### src/rtl/blit_sequencer.sv
// Command FIFO and issue sequencer in front of the framebuffer blitter.
// Accepts packed blit commands from the CPU and issues them one at a time over
// the blitter's enable/ready handshake. It reports completion and collisions.
module blit_sequencer #(
  parameter int DEPTH = 4
) (
  input  logic        clk,
  input  logic        reset,
  input  logic        cmd_valid,
  input  logic [2:0]  cmd_op,
  input  logic [11:0] cmd_src,
  input  logic [3:0]  cmd_height,
  input  logic [6:0]  cmd_x,
  input  logic [5:0]  cmd_y,
  output logic        cmd_ready,
  input  logic        flush,
  output logic        busy,
  output logic [4:0]  level,
  output logic        done,
  output logic        done_collision,
  output logic        vf_collision,
  input  logic        vf_clear,
  output logic [2:0]  blit_operation,
  output logic [11:0] blit_src,
  output logic [3:0]  blit_height,
  output logic [6:0]  blit_x,
  output logic [5:0]  blit_y,
  output logic        blit_enable,
  input  logic        blit_ready,
  input  logic        blit_collision
);

  // Operation encoding shared with the blitter
  localparam logic [2:0] BLIT_OP_CLEAR        = 3'd0;
  localparam logic [2:0] BLIT_OP_SCROLL_DOWN  = 3'd1;
  localparam logic [2:0] BLIT_OP_SCROLL_RIGHT = 3'd2;
  localparam logic [2:0] BLIT_OP_SCROLL_LEFT  = 3'd3;
  localparam logic [2:0] BLIT_OP_SPRITE       = 3'd4;
  localparam logic [2:0] BLIT_OP_SPRITE_16    = 3'd5;

  localparam int AW = $clog2(DEPTH);

  typedef enum logic [2:0] {
    S_SYNC,
    S_IDLE,
    S_ISSUE,
    S_RUN,
    S_RELEASE
  } state_t;

  state_t        r_state;
  state_t        w_next;
  logic [AW:0]   r_wptr;
  logic [AW:0]   r_rptr;
  logic [31:0]   r_mem [DEPTH];
  logic [31:0]   w_head;
  logic          w_empty;
  logic          w_full;
  logic          w_push;
  logic          w_pop;
  logic          w_done;
  logic          w_coll;

  logic          r_enable;
  logic          r_done;
  logic          r_done_coll;
  logic          r_vf;
  logic [2:0]    r_op;
  logic [11:0]   r_src;
  logic [3:0]    r_height;
  logic [6:0]    r_x;
  logic [5:0]    r_y;

  // Full/empty come from registered pointers only; the wrap bit separates them.
  assign w_empty = (r_wptr == r_rptr);
  assign w_full  = (r_wptr[AW] != r_rptr[AW]) &&
                   (r_wptr[AW-1:0] == r_rptr[AW-1:0]);
  // A flush in the same cycle discards the push.
  assign w_push  = cmd_valid && !w_full && !flush;
  assign w_head  = r_mem[r_rptr[AW-1:0]];

  // Only sprite operations can report a collision.
  assign w_coll  = blit_collision &&
                   ((r_op == BLIT_OP_SPRITE) || (r_op == BLIT_OP_SPRITE_16));

  assign cmd_ready      = !w_full;
  assign level          = 5'(r_wptr - r_rptr);
  assign busy           = !w_empty || (r_state != S_IDLE);
  assign done           = r_done;
  assign done_collision = r_done_coll;
  assign vf_collision   = r_vf;
  assign blit_enable    = r_enable;
  assign blit_operation = r_op;
  assign blit_src       = r_src;
  assign blit_height    = r_height;
  assign blit_x         = r_x;
  assign blit_y         = r_y;

  // FIFO pointers; flush drops everything queued but leaves the in-flight blit.
  always_ff @(posedge clk) begin
    if (reset) begin
      r_wptr <= '0;
      r_rptr <= '0;
    end else begin
      if (w_push)
        r_wptr <= r_wptr + 1'b1;
      if (flush)
        r_rptr <= r_wptr;
      else if (w_pop)
        r_rptr <= r_rptr + 1'b1;
    end
  end

  // FIFO storage, packed as {op, src, height, x, y}.
  always_ff @(posedge clk) begin
    if (w_push)
      r_mem[r_wptr[AW-1:0]] <= {cmd_op, cmd_src, cmd_height, cmd_x, cmd_y};
  end

  // Sequencer state register.
  always_ff @(posedge clk) begin
    if (reset)
      r_state <= S_SYNC;
    else
      r_state <= w_next;
  end

  // Next-state logic with pop and completion strobes.
  always_comb begin
    w_next = r_state;
    w_pop  = 1'b0;
    w_done = 1'b0;
    case (r_state)
      // The blitter has no reset, so wait until it is idle before issuing.
      S_SYNC:    if (blit_ready) w_next = S_IDLE;
      S_IDLE:    if (!w_empty && !flush) begin
                   w_pop  = 1'b1;
                   w_next = S_ISSUE;
                 end
      S_ISSUE:   if (!blit_ready) w_next = S_RUN;
      S_RUN:     if (blit_ready) begin
                   w_done = 1'b1;
                   w_next = S_RELEASE;
                 end
      // One enable-low cycle lets the blitter return from DONE to WAITING.
      S_RELEASE: w_next = S_IDLE;
      default:   w_next = S_SYNC;
    endcase
  end

  // Registered blitter command, enable and completion/collision reporting.
  always_ff @(posedge clk) begin
    if (reset) begin
      r_enable    <= 1'b0;
      r_done      <= 1'b0;
      r_done_coll <= 1'b0;
      r_vf        <= 1'b0;
      r_op        <= '0;
      r_src       <= '0;
      r_height    <= '0;
      r_x         <= '0;
      r_y         <= '0;
    end else begin
      r_done      <= w_done;
      r_done_coll <= w_done && w_coll;
      if (w_pop) begin
        {r_op, r_src, r_height, r_x, r_y} <= w_head;
        r_enable <= 1'b1;
      end else if (w_done) begin
        r_enable <= 1'b0;
      end
      // A collision arriving together with vf_clear still sets the flag.
      if (w_done && w_coll)
        r_vf <= 1'b1;
      else if (vf_clear)
        r_vf <= 1'b0;
    end
  end

endmodule

### config.mk
export PLATFORM = sky130hd
export DESIGN_NAME = blit_sequencer
export DESIGN_NICKNAME = d
export VERILOG_FILES = /design/src/rtl/blit_sequencer.sv
export SDC_FILE = /design/constraint.sdc
export NUM_CORES = 1
export LEC_CHECK = 0
export BUFFER_PORTS_ARGS = -buffer_cell sky130_fd_sc_hd__buf_2
export CORE_MARGIN = 1.5
export CORE_UTILIZATION = 50
export CTS_CLUSTER_DIAMETER = 50
export CTS_CLUSTER_SIZE = 10
export DETAILED_ROUTE_END_ITERATION = 8
export GPL_TIMING_DRIVEN = 1
export PLACE_DENSITY = 0.82
export SLEW_MARGIN = 10
export SYNTH_ARGS = -nofsm -noshare
export SYNTH_HDL_FRONTEND = slang
export SYNTH_SLANG_ARGS = --single-unit
### constraint.sdc
create_clock -name clk -period 2.75 [get_ports clk]
set_input_delay 0.55 -clock clk [delete_from_list [all_inputs] [get_ports clk]]
set_output_delay 0.55 -clock clk [all_outputs]
set_load 0.01 [all_outputs]
# --- After elaboration in Yosys (flattened, before gate mapping) ---
# Memories as Yosys holds them, arrays and structs flattened. A register that Yosys moved wholly into a read port is not among the register bits.
# Cells that the tools add are included.
totals:
  romBits: 0
  register_bits: 13
  word_cells: 58
  latchBits: 0
  input_bits: 39
  output_inout_bits: 43
  mem_bits_rw: 128
  n_memories: 1
op_classes:
  eq_ne: 14
  n_addsub: 3
  shifts: 0
  mux: 17
  multipliers: 0
  reduce_logical: 16
  bitwise_logic: 0
  n_lt_le_gt_ge: 0
  div_mod_pow: 0
memory_table:
  columns: ["memory", "depth", "word_bits", "rd", "rd_ports_with_merged_regs", "wr", "line_no", "source"]
  rows:
  - ["r_mem", 4, 32, 1, 1, 1, "55", "logic [31:0] r_mem [DEPTH];"]
ops:
  columns: ["op", "count"]
  rows:
  - ["two-way mux 3 bit", 6]
  - ["one-hot mux 3 bit (5 select lines)", 1]
  - ["two-way mux 1 bit", 10]
  - ["equality test 3 bit, second input constant", 3]
  - ["inequality test 2 bit, second input constant", 4]
  - ["adder 3 x 1 -> 3 bit, second input constant", 2]
  - ["equality test 3 x 2 -> 1 bit, second input constant", 2]
  - ["logical AND 1 bit", 6]
  - ["nonzero test 2 bit", 3]
  - ["AND reduction 4 bit", 1]
  - ["subtractor 3 x 3 -> 4 bit", 1]
  - ["equality test 3 x 1 -> 1 bit, second input constant", 1]
  - ["equality test 3 bit", 1]
  - ["zero test 1 bit", 3]
  - ["zero test 3 bit", 1]
  - ["inequality test 3 x 1 -> 1 bit, second input constant", 1]
  - ["equality test 2 bit", 1]
  - ["logical OR 1 bit", 2]
  - ["inequality test 1 bit", 1]

# --- Longest topological paths before layout ---
logic_depth:
  depth_word: 7
  depth_mapped: 9

# --- Least setup slack after synthesis ---
# No wires, ideal clock.
synth_path:
  kind: "reg-to-reg"
  from: "register r_rptr[1]"
  to: "register r_wptr[2]"
  path_buffers: 2
  required_ns: 2.629
  setup_slack_ns: -0.119
  stages_incl_launch_ff: 9
  arrival_time_ns: 2.748
  cell_sequence: "dfxtp_1 -> buf_2 -> buf_2 -> inv_1 -> ha_1 -> and3b_1 -> inv_1 -> and3_1 -> mux2_2"
synth_between:
  elab_chain_cells: 5
synth_rtl:
  columns: ["item", "line_no", "source"]
  rows:
  - ["from (decl)", "54", "logic [AW:0] r_rptr;"]
  - ["from (signal assigned)", "108", "r_rptr <= r_wptr;"]
  - ["from (signal assigned)", "110", "r_rptr <= r_rptr + 1'b1;"]
  - ["equality test 2 bit", "77", "(r_wptr[AW-1:0] == r_rptr[AW-1:0]);"]
  - ["logical AND 1 bit", "76", "assign w_full = (r_wptr[AW] != r_rptr[AW]) &&"]
  - ["zero test 1 bit", null, null]
  - ["named net cmd_ready", "15", "output logic cmd_ready,"]
  - ["logical AND 1 bit (2 in a row)", "79", "assign w_push = cmd_valid && !w_full && !flush;"]
  - ["to (signal assigned)", "106", "r_wptr <= r_wptr + 1'b1;"]
  - ["to (decl)", "53", "logic [AW:0] r_wptr;"]
# The timed path passes the listed nets, and every way through them passes these cells.
# A chain may end at the register's enable or synchronous reset.

# --- Worst setup path in the final report ---
layout_path:
  from: "register r_wptr[0]"
  to: "output cmd_ready"
layout_between:
  elab_chain_cells: 3
layout_rtl:
  columns: ["item", "line_no", "source"]
  rows:
  - ["equality test 2 bit", "77", null]
  - ["logical AND 1 bit", "76", null]
  - ["zero test 1 bit", "86", "assign cmd_ready = !w_full;"]
  - ["to (decl)", "15", null]
# No other way between the ends.

==> metrics.txt <==
Syn Area/Cell 16.4 um^2; cts bufs inserted 17; H-Tree Depth 4; endpoint type of the worst setup path output pin; Syn. warnings 0; xor-xnor portion of the synthesized cell area 0.00132; Routed WL 14000 um; type of the worst min-delay path in2reg; Layout fillers 938; main combinational cell family by area after synthesis multiplexers; crit path buf inv count 3; ANT cells 0; slowest stage delay, CP 0.41 ns; die footprint 14000 um^2; post-route clock period utilization 0.900; Hold Buf Count CTS 0; Hold Path Cell Cnt 1; Crit Path Class reg2out; Clock transition at path regs 0.06 ns; via/cell ratio 5.78; post-synthesis compound-gate area fraction 0.0683; Worst VDD drop 0.495 mV; synthesized cell area 6650 um^2; pre-CTS WS 0.504 ns; pwr dens 714 nW/um^2; CTS tree done; Worst Path Required 2.20 ns; Final Max Tran Viols 0; startpoint types register; iteration count of the initial detailed-routing pass 5; Detail Route Antenna Nets 0; Reg2Reg Depth 6; slowest CP cell ha_1; # IOs 82; Worst-Margin Slew 0.882 ns; drt drc 0; Post-synth top flop edfxtp_1; data arrival time of the worst path 1.92 ns; P&R area growth vs syn 17.5%; max-cap violation count 0; Initial Utilization 0.519; Post-Synth Simple-Gate Area 0.0564; Worst-Skew Late Latency 0.43 ns; clock period minus worst slack 2.47 ns; Setup Buffers After CTS 0; GR Util All Layers 0.210; CP Max Fanout 7; global route overflow 0; cts repair resizes 0; synth unique cells 39; Setup WS post-layout 0.276 ns; DR vias 3893; 1st-iter DRT viols 336; first-pass GRT wire length 21900 um; Largest delay share family, worst path buffers and inverters; RSZ-0062 raised after global routing no; LEAKAGE 2.72 nW; sequential area share after synthesis 0.713; Post-Synth Adder-Cell Area 0.0181; final setup vio count 0; endpoints failing hold 0; clock root buffer clkbuf_16; total clock sinks 173; fmax 0.404 GHz; HPWL Detailed 8320 um; Slew HR 0.412; WP depth 5; number of global-route vias before repair 3916; CTS Buffer Depth 2; Cells after Synth 406; synthesis-stage register bit count 173; largest net degree at the start of global routing 39; Core Region 12800 um^2; mux cell area share after synthesis 0.110; number of cell rows 41; die width 118 um; setup TNS 0 ns; Final Skew 0.00931 ns; WL/cell 20.9 um; Placer Congestion 0.777; layout cell share with drive strength beyond 1 0.339; initial antenna violation count 1; crit path cell chain inv_1, ha_1, and3b_1, inv_1, buf_2; Post-synth EDFFs 128; status finished, final reports clean; async set or reset register ratio after synthesis 0; most frequent CP cell inv_1; Final nets 536; Die Span Y 118 um; IO buf count 81; Post-Syn Nets 454
final cells by class:
| class | instances | area, um^2 | area share |
|---|---|---|---|
| flip-flops and latches | 173 | 4750 | 0.607 |
| well taps | 172 | 215 | 0.0275 |
| multi-input cells | 194 | 1720 | 0.220 |
| clock buffers | 20 | 467 | 0.0597 |
| inverters | 8 | 30.0 | 0.00384 |
| repair buffers | 94 | 528 | 0.0676 |
| clock inverters | 12 | 111 | 0.0142 |
metal layers:
metal / vias to the layer above / GRT usage / share of wire
met5: - / 0 / 0.00078
met4: 2 / 0.0938 / 0.019
met3: 29 / 0.0468 / 0.056
met2: 150 / 0.360 / 0.53
met1: 1959 / 0.256 / 0.39
li1: 1753 / - / -
kinds of logic (layout without fill, tap and decap cells):
group           after synthesis  count (layout)
flops                       173             173
compound gates               84              84
simple gates                 67              67
buf+inv                      39             134
mux                          33              33
fa+ha+maj                     9               9
xor+xnor                      1               1
registers in the layout (all words and copies together), names as in the netlist:
| name | cells |
|---|---|
| blit_enable | 1 |
| blit_height | 4 |
| blit_operation | 3 |
| blit_src | 12 |
| blit_x | 7 |
| blit_y | 6 |
| done | 1 |
| done_collision | 1 |
| r_mem | 128 |
| r_rptr | 3 |
| r_state | 3 |
| r_wptr | 3 |
| vf_collision | 1 |
placed cells by master, fill, tap and decap left out, drive strengths merged, types with 7 or more instances in the layout:
master	n
o21ai	36
mux4	32
ha	8
clkinv	7
nand3	37
edfxtp	128
buf	94
inv	11
clkbuf	20
dfxtp	45
a21oi	36
worst register-to-register path, stage by stage, from the launching register on:
cell	delay, ns
dfxtp_1	0.38
inv_1	0.13
ha_1	0.41
and3b_1	0.24
inv_1	0.16
and3_2	0.45
buf_12	0.24
synth_stat cells, types with 2 or more instances:
library cell,number,share of area
buf_4,5,0.0056
nand4_1,2,0.0019
and3b_1,2,0.0026
o21ai_0,7,0.0053
nand3_1,37,0.028
nor2b_1,4,0.0038
a21oi_1,36,0.027
mux4_2,32,0.11
inv_1,8,0.0045
o21ai_1,29,0.022
nor3_1,3,0.0023
dfxtp_1,45,0.14
ha_1,8,0.015
buf_2,13,0.0098
buf_6,5,0.0085
a31oi_1,4,0.0038
and3_1,4,0.0038
clkbuf_1,7,0.0039
a21o_1,2,0.0023
nor2_1,4,0.0023
edfxtp_1,128,0.58
nand2_1,4,0.0023
power breakdown:
group	switching, mW	leakage [nW]	internal [mW]
sequential	0.0232	1.53	2.86
combinational	0.236	0.908	0.142
clock	0.995	0.286	1.33
path summary, 6_finish.rpt:
path / start / to / slack [ns]
max: r_wptr[0] / cmd_ready / 0.28
max reg2reg: r_wptr[0] / r_mem[3][3] / 0.44
min reg2reg: vf_collision / vf_collision / 0.46
min: cmd_src[2] / r_mem[0][19] / 0.34
metrics by stage:
step	cell area, um^2	std cells	power (mW)	hold WS [ns]	utilization
CTS	7820	673	5.61	0.323	0.609
floorplan	6660	406	3.18	0.477	-
finish	7820	673	5.58	0.339	0.609
global placement	7240	641	3.29	0.428	0.564
global route	7820	673	5.74	0.328	0.609
detailed placement	7240	641	3.31	0.451	0.564
(Power assumes the default switching activity.)
